--- src/rtl/fetch_unit.sv ---
// fetch_unit -- instruction-fetch stage feeding the IF/ID pipeline register.
//
// Holds the architectural fetch PC and keeps at most one request on the
// instruction bus. If IF/ID is stalled when an instruction returns, the word is
// buffered (HOLD). A redirect that arrives while a fetch is in flight is
// recorded (kill/pending_pc), and the late data is dropped when it arrives.
//
// Ports:
//   clk, rst                      clock, synchronous active-high reset
//   ireq_valid, ireq_addr         request to the instruction bus (from registered state)
//   iresp_addr_ok, iresp_data_ok  bus handshake: address accepted / data valid
//   iresp_data                    returned instruction word
//   stallF                        IF/ID not accepting this cycle
//   redirect_valid, redirect_pc   back-end redirect of the fetch stream
//   fetch_valid, dataF            live instruction bundle (combinational)

package fetch_pkg;
  typedef struct packed {
    logic [63:0] pc;
    logic [31:0] raw_instr;
    logic        valid;
  } fetch_data_t;
endpackage

module fetch_unit
  import fetch_pkg::*;
#(
  parameter logic [63:0] PCINIT = 64'h0000_0000_8000_0000
) (
  input  logic        clk,
  input  logic        rst,
  output logic        ireq_valid,
  output logic [63:0] ireq_addr,
  input  logic        iresp_addr_ok,
  input  logic        iresp_data_ok,
  input  logic [31:0] iresp_data,
  input  logic        stallF,
  input  logic        redirect_valid,
  input  logic [63:0] redirect_pc,
  output logic        fetch_valid,
  output fetch_data_t dataF
);

  typedef enum logic [1:0] {S_REQ, S_WAIT, S_HOLD} state_t;

  state_t      state, state_nxt;
  logic [63:0] pc, pc_nxt;
  logic [63:0] pending_pc, pending_nxt;
  logic        kill, kill_nxt;
  logic [31:0] hold_instr, hold_nxt;
  logic        deliver;

  // Instruction data arrives this cycle (the delivery event).
  assign deliver = ((state == S_REQ) && iresp_addr_ok && iresp_data_ok) ||
                   ((state == S_WAIT) && iresp_data_ok);

  // State register
  always_ff @(posedge clk) begin
    if (rst) begin
      state <= S_REQ;
      pc    <= PCINIT;
      kill  <= 1'b0;
    end else begin
      state <= state_nxt;
      pc    <= pc_nxt;
      kill  <= kill_nxt;
    end
  end

  // Payload registers are only read under kill / HOLD, so they need no reset.
  always_ff @(posedge clk) begin
    pending_pc <= pending_nxt;
    hold_instr <= hold_nxt;
  end

  // Next-state logic
  always_comb begin
    state_nxt   = state;
    pc_nxt      = pc;
    kill_nxt    = kill;
    pending_nxt = pending_pc;
    hold_nxt    = hold_instr;
    if (deliver) begin
      if (redirect_valid) begin
        pc_nxt    = redirect_pc;
        kill_nxt  = 1'b0;
        state_nxt = S_REQ;
      end else if (kill) begin
        pc_nxt    = pending_pc;
        kill_nxt  = 1'b0;
        state_nxt = S_REQ;
      end else if (!stallF) begin
        pc_nxt    = pc + 64'd4;
        state_nxt = S_REQ;
      end else begin
        hold_nxt  = iresp_data;
        state_nxt = S_HOLD;
      end
    end else if (state == S_HOLD) begin
      if (redirect_valid) begin
        pc_nxt    = redirect_pc;
        state_nxt = S_REQ;
      end else if (!stallF) begin
        pc_nxt    = pc + 64'd4;
        state_nxt = S_REQ;
      end
    end else begin
      // The in-flight request cannot be withdrawn: remember where to go once
      // its data has come back. A later redirect overwrites an earlier one.
      if (redirect_valid) begin
        kill_nxt    = 1'b1;
        pending_nxt = redirect_pc;
      end
      if ((state == S_REQ) && iresp_addr_ok) state_nxt = S_WAIT;
    end
  end

  // Outputs
  always_comb begin
    ireq_valid  = !rst && (state == S_REQ);
    ireq_addr   = pc;
    fetch_valid = !rst && !redirect_valid &&
                  ((deliver && !kill) || (state == S_HOLD));
    dataF       = '0;
    if (!rst) begin
      dataF.pc        = pc;
      dataF.raw_instr = (state == S_HOLD) ? hold_instr : iresp_data;
      dataF.valid     = fetch_valid;
    end
  end

endmodule

--- config.mk ---
export PLATFORM = sky130hd
export DESIGN_NAME = fetch_unit
export DESIGN_NICKNAME = d
export VERILOG_FILES = /design/src/rtl/fetch_unit.sv
export SDC_FILE = /design/constraint.sdc
export NUM_CORES = 1
export LEC_CHECK = 0
export CAP_MARGIN = 10
export CORE_AREA = 2 2 147 149
export CTS_CLUSTER_DIAMETER = 200
export DETAILED_ROUTE_END_ITERATION = 8
export DIE_AREA = 0 0 149 151
export PLACE_DENSITY = 0.76
export SYNTH_ARGS = -nofsm -noshare
export SYNTH_HDL_FRONTEND = slang
export SYNTH_SLANG_ARGS = --single-unit
--- constraint.sdc ---
create_clock -name clk -period 8.45 [get_ports clk]
set_input_delay 2.535 -clock clk [delete_from_list [all_inputs] [get_ports clk]]
set_output_delay 2.535 -clock clk [all_outputs]
set_load 0.01 [all_outputs]
# Word level (Yosys, flattened, before mapping)
# Index checks and enable logic that the tools add are counted.
# word_totals
word_cells	49
register_bits	163
inputBits	102
# classes
n_eq_ne	3
add_sub_neg	1
muxes	16
n_reduce_logical	20
bitwise_logic	4
# op_table
operator	count
64-bit 2-to-1 mux	6
97-bit 2-to-1 mux	1
64-bit by 3-bit adder with 64-bit output, second input constant	1
32-bit 2-to-1 mux	1
2-bit 2-to-1 mux	8
1-bit logical AND	7
4-bit inequality test, second input constant	1
1-bit NOT	4
2-bit AND reduction	2
4-bit AND reduction	1
1-bit zero test	3
3-bit AND reduction	1
3-bit nonzero test	1
2-bit by 1-bit equality test with 1-bit output, second input constant	1
2-bit equality test, second input constant	1
2-bit zero test	1
1-bit logical OR	2
2-bit nonzero test	1
2-bit OR reduction	1

# Logic depth before layout (Yosys ltp)
# Gate-level depths: netlist of the first run.
# depth
ltp_word	8
mapped_depth	10
depth_no_buf	7

# Worst setup path after synthesis of the first run
# No wires, ideal clock.
# synth_timing
path_type	input port to flip-flop
startpoint	input port redirect_valid
endpoint	register pending_pc[0], enable pin
setup_time_ps	565
required_time_ps	7885
t_arrival_ps	7628
stages	5
setup_slack_ps	257
cell_sequence	clkbuf_1 > inv_2 > clkbuf_1 > clkbuf_1 > nor3_1
# synth_between
elab_chain_cells	1
# synth_lines
element	line	source
from (decl)	38	input logic redirect_valid,
3-bit AND reduction (no line)	n/a	
to (signal assigned)	72	pending_pc <= pending_nxt;
to (decl)	48	logic [63:0] pending_pc, pending_nxt;
# Every way passes these cells.
# A chain may end at the register's enable or synchronous reset.

==> impl_results.md, run 1 <==
- Peak supply drop: 146 uV
- Clk_lat worst skew: 0.43 ns
- Type of the worst setup path: input pin to output port
- Initial antenna violation count: 3
- Syn Nets: 1089
- #FFs+latches synth: 163
- Sequential share of the synthesized area: 0.479
- Storage cell area: 0.00422 mm2
- Finish-stage setup viols: 0
- Initial Utilization: 0.423
- Slew Limit Headroom: 0.272
- Clk slew on worst S/H paths: 0.06 ns
- Vias post-DR: 8761
- Post-CTS Setup Bufs: 0
- WL per Instance: 19.9 um
- Hold_buf cts: 0
- Worst-Margin Slew: 1.09 ns
- Tmin final: 6.99 ns
- DRC: 0
- GRT Max-Usage Layer: met2
- Nets: 1320
- Worst Path Max Fanout: 6
- Met1 Use GR: 0.349
- Number of core rows: 53
- Syn Area/Cell: 8.94 um2
- Drt via density: 5.81
- Fin Hold WS: 0.498 ns
- Dpl ws: 1.44 ns
- Startpoint class of the critical path: input pin
- Crit. End Element: output port
- Placed insts: 1473
- H-tree levels: 4
- Largest net degree at the start of global routing: 65
- Max-slew violations: 0
- Maximum clock insertion buffer count: 2
- Met3 usage: 0.0524
- Number of global-route vias before repair: 8455
- Die height: 151 um
- Data arrival, critical path: 4.45 ns
- Layout area overhead: 39.3%
- Post-synth EDFFs: 96
- DRT iter0 DRCs: 827
- First-pass GRT wire length: 46100 um
- Setup_tns: 0 ns
- Core area: 0.0208 mm2
- Fill cell total of the finished layout: 1843
- CTS tree: yes
- Yosys warnings: 0
- HP Class: flop to flop
- Clock Skew: 0.00901 ns
- Die area: 0.0225 mm2
- RSZ-0062 raised after global routing: no
- Post-DP HPWL: 20100 um
- GRT overflow: 0
- WL final: 30100 um
- Gates resized, CTS repair: 0
- Worst setup slack after layout: 1.46 ns
- Clock sink count: 163
- Antenna-violating nets left: 0
- Multi-input combinational cell area: 0.00427 mm2
- Fin util: 0.589
- Die Span X: 149 um
- I/O pin cnt: 265
- DR pass1 iterations: 5
- Fin cells: 1509
- Total CTS buffers: 17
- Max-cap violations: 0
- WP data required: 5.92 ns
- Met2 Use GR: 0.423
- Cell Pwr Density: 167 mW/mm2
- Fin. Hold Viols: 0
- Most used DFF post-synth: edfxtp_1
- Period utilization: 0.827
- Post-Syn Area: 0.00881 mm2
- RePlAce Congestion: 0.832
- Leakage power: 4.07 nW
- Syn Inst Count: 986
- Fmax: 143 MHz
- GRT Overall Usage: 0.262
- CTS root buf: clkbuf_16
- Status: finished clean
- Synth cell types: 72
- I/O Buffers: 264
- Async SR Flop Fraction: 0
- Layout cell share with drive strength beyond 1: 0.0675
==> report_power, final <==
part | internal (mW) | switching, mW | total [mW] | leakage [nW]
Clock | 0.438 | 0.344 | 0.782 | 0.280
Combinational | 0.166 | 0.166 | 0.332 | 2.34
Sequential | 0.887 | 0.0452 | 0.932 | 1.45
==> critical path: stages <==
cell	delay [ns]
clkdlybuf4s50_1	0.52
o21ai_0	0.22
o21ai_4	0.19
nand2b_1	0.26
nor2_1	0.17
clkdlybuf4s50_1	0.55
==> metal layers <==
| layer | part of all wire | vias up |
|---|---|---|
| met5 | 0 | - |
| met4 | 0.019 | 0 |
| met3 | 0.079 | 47 |
| met2 | 0.48 | 399 |
| met1 | 0.42 | 4210 |
| li1 | - | 4105 |
==> Yosys cell counts (all sizes together), types with 5 or more instances <==
cell / count / area (um2)
nor2: 86 / 325
nor3: 42 / 248
mux2i: 6 / 60.1
o22ai: 7 / 43.8
nand2: 136 / 510
a21oi: 71 / 359
xor2: 6 / 52.6
o21ai: 61 / 305
a31oi: 14 / 87.6
a311oi: 5 / 43.8
or3: 15 / 93.8
o211ai: 16 / 120
o2bb2ai: 8 / 70.1
and3: 10 / 62.6
nor2b: 50 / 313
a221oi: 5 / 56.3
xnor2: 14 / 123
edfxtp: 96 / 2880
nor4: 19 / 159
buf: 26 / 115
dfxtp: 67 / 1340
a211oi: 26 / 195
clkbuf: 44 / 166
nand4: 24 / 178
nand3b: 5 / 37.5
and4: 5 / 43.8
nand3: 40 / 230
a21o: 7 / 52.6
inv: 21 / 78.8
==> cells by family after synthesis <==
kind of cell / after synthesis / synth area share
buf+inv: 91 / 0.0409
fa+ha+maj: 1 / 0.00142
simple gates: 446 / 0.261
flops: 163 / 0.479
compound gates: 258 / 0.190
mux: 7 / 0.00809
xor+xnor: 20 / 0.0199
==> cell type report <==
| class | instances | area share |
|---|---|---|
| antenna | 4 | 0.000816 |
| inverter | 21 | 0.00642 |
| multi-input combinational | 732 | 0.348 |
| timing repair buffer | 282 | 0.226 |
| sequential | 163 | 0.344 |
| tap | 275 | 0.0280 |
| clock buffer | 17 | 0.0347 |
| clock inverter | 15 | 0.0125 |
==> layout by cell type, fill, tap and decap left out, types with 13 or more instances in the layout <==
master / count
nor2_1: 85
nor4_1: 13
xnor2_1: 14
nand4_1: 21
clkbuf_16: 17
a31oi_1: 14
nand2_1: 136
a211oi_1: 26
o211ai_1: 16
nand3_1: 36
o21ai_0: 51
inv_1: 19
or3_1: 15
a21oi_1: 70
buf_4: 19
nor2b_1: 49
dfxtp_1: 67
clkdlybuf4s50_1: 262
edfxtp_1: 96
nor3_1: 36
==> registers in the layout, indices dropped and copies added, names as in the netlist <==
name	cells
kill	1
pending_pc	64
ireq_addr	64
hold_instr	32
state	2
==> final timing paths <==
kind | start | endpoint | slack (ns) | cells after the start
worst max-delay path | iresp_data_ok | dataF[0] | 1.46 | 6
worst min-delay path | ireq_addr[17]$_SDFFE_PP0N_ | ireq_addr[17]$_SDFFE_PP0N_ | 0.50 | 1
worst max register to register | ireq_addr[8]$_SDFFE_PP0N_ | ireq_addr[49]$_SDFFE_PP0N_ | 5.51 | 6
worst min register to register | ireq_addr[17]$_SDFFE_PP0N_ | ireq_addr[17]$_SDFFE_PP0N_ | 0.50 | 1
==> through the flow <==
| step | cell area, um2 | total power, mW |
|---|---|---|
| floorplan | 8810 | 1.09 |
| global placement | 11700 | 1.27 |
| detailed placement | 11700 | 1.28 |
| CTS | 12300 | 2.05 |
| global route | 12300 | 2.12 |
| finish | 12300 | 2.05 |
No activity file was read; power rests on OpenSTA's default activity.
==> run 2: changes to the inputs <==
==> constraint.sdc (replaced) <==
create_clock -name clk -period 6 [get_ports clk]
set_input_delay 1.8 -clock clk [delete_from_list [all_inputs] [get_ports clk]]
set_output_delay 1.8 -clock clk [all_outputs]
set_load 0.01 [all_outputs]
==> run 2 against run 1 <==
Against the previous run: critical path depth unchanged; worst hold slack improved by 0.020 ns; final area increased by 0.14%; setup slack got worse by 0.94 ns; clock-buffer cell count unchanged; register-to-register slack got worse by 2.4 ns; wire length decreased by 0.60%; combinational power increased by 42%; critical path type unchanged.
==> impl_results.md, run 2 (same netlist as run 1, synthesis figures left out) <==
- Status: finished clean
- WL final: 29900 um
- Post-CTS Setup Bufs: 0
- Initial Utilization: 0.423
- First-pass GRT wire length: 45900 um
- Setup_tns: 0 ns
- Clock Skew: 0.00983 ns
- Clk slew on worst S/H paths: 0.06 ns
- Slew Limit Headroom: 0.354
- Slowest CP cell: o21ai_0
- RePlAce Congestion: 0.860
- Fin. Hold Viols: 0
- Worst-Margin Slew: 0.970 ns
- Worst Path Max Fanout: 4
- RSZ-0062 raised after global routing: no
- CTS root buf: clkbuf_16
- Max-slew violations: 0
- Period utilization: 0.913
- Hold_buf cts: 0
- Fmax: 183 MHz
- Antenna-violating nets left: 0
- DRT iter0 DRCs: 687
- Type of the worst setup path: input pin to output port
- Most frequent cells in the layout: clkdlybuf4s50_1, nand2_1, edfxtp_1
- Most numerous cell on the critical path: clkdlybuf4s50_1
- Multi-input combinational cell area: 0.00428 mm2
- Max incr delay on CP: 0.57 ns
- Number of core rows: 53
- I/O Buffers: 264
- Gates resized, CTS repair: 0
- Largest net degree at the start of global routing: 89
- GRT Overall Usage: 0.261
- Nets: 1321
- WL per Instance: 19.8 um
- Maximum clock insertion buffer count: 2
- Max-cap violations: 0
- Peak supply drop: 188 uV
- WP data required: 4.20 ns
- Data arrival, critical path: 3.68 ns
- H-tree levels: 4
- Design Area, Final: 0.0123 mm2
- Critical path cell sequence: clkdlybuf4s50_1, o21ai_0, o21ai_4, nand2b_1, nor2_1, clkdlybuf4s50_1
- I/O pin cnt: 265
- Clock sink count: 163
- HP Class: flop to flop
- Die Span X: 149 um
- Initial antenna violation count: 2
- Crit. End Element: output port
- DR pass1 iterations: 5
- Number of global-route vias before repair: 8383
- Startpoint class of the critical path: input pin
- Total CTS buffers: 17
- Fin Hold WS: 0.518 ns
- Layout cell share with drive strength beyond 1: 0.0682
- Leakage power: 4.07 nW
- Clk_lat worst skew: 0.43 ns
- DRC: 0
- Placed Area: 0.0117 mm2
- Tmin final: 5.48 ns
- Storage cell area: 0.00422 mm2
- GRT overflow: 0
- Die height: 151 um
- CTS tree: yes
- Drt via density: 5.86
- Post-DP HPWL: 20100 um
- Die area: 0.0225 mm2
- Core area: 0.0208 mm2
- Finish-stage setup viols: 0
- Layout area overhead: 39.5%
- Cell Pwr Density: 231 mW/mm2
- Most common cell after layout, fill and taps aside: clkdlybuf4s50_1
- Fill cell total of the finished layout: 1819
- Vias post-DR: 8827
## run 2: cell count changes in the layout (fill, tap and decap cells not counted)
| cell | delta |
|---|---|
| diode_2 | -3 |
| buf_12 | +2 |
| buf_4 | -1 |
| bufinv_16 | -1 |
| clkinvlp_4 | +1 |
| nor3_2 | -1 |
| nor3_4 | +1 |
| nor4_2 | -1 |
| nor4_4 | +1 |
## run 2: final cells by class
class,count,area share
clock buffer,17,0.0346
multi-input combinational,732,0.348
sequential,163,0.344
clock inverter,15,0.0107
inverter,21,0.00641
timing repair buffer,283,0.228
tap,275,0.0280
antenna,1,0.000204
## run 2: worst max-delay path: cells and delay by family
family	cells	cell delay, ns
buf+inv	2	0.94
simple gates	2	0.29
compound gates	2	0.65
## run 2: per-layer routing
| layer | GRT usage | vias up | routed length [um] |
|---|---|---|---|
| met3 | 0.0557 | 53 | 2410 |
| li1 | - | 4107 | - |
| met4 | 0.0862 | 2 | 718 |
| met1 | 0.351 | 4274 | 12600 |
| met5 | 0 | - | 11 |
| met2 | 0.421 | 391 | 14200 |
## run 2: where the power goes
group | internal (mW) | total (mW) | switching, mW
Clock | 0.575 | 1.06 | 0.484
Combinational | 0.236 | 0.472 | 0.235
Sequential | 1.25 | 1.31 | 0.0629
Total | 2.06 | 2.84 | 0.782
## run 2: final timing paths
check | from | end | slack [ns] | depth (start not counted)
min | ireq_addr[25]$_SDFFE_PP0N_ | ireq_addr[25]$_SDFFE_PP0N_ | 0.52 | 1
max reg2reg | ireq_addr[2]$_SDFFE_PP0N_ | ireq_addr[40]$_SDFFE_PP0N_ | 3.06 | 7
min reg2reg | ireq_addr[25]$_SDFFE_PP0N_ | ireq_addr[25]$_SDFFE_PP0N_ | 0.52 | 1
max | iresp_addr_ok | fetch_valid | 0.52 | 6
## run 2: through the flow
stage / utilization / total power [mW] / instances / setup slack (ns)
finish: 0.590 / 2.84 / 1507 / 0.521
global route: 0.590 / 2.94 / 1506 / 0.437
CTS: 0.590 / 2.86 / 1506 / 0.542
detailed placement: 0.563 / 1.80 / 1474 / 0.543
global placement: 0.563 / 1.79 / 1474 / 0.541
floorplan: - / 1.53 / 986 / 0.498
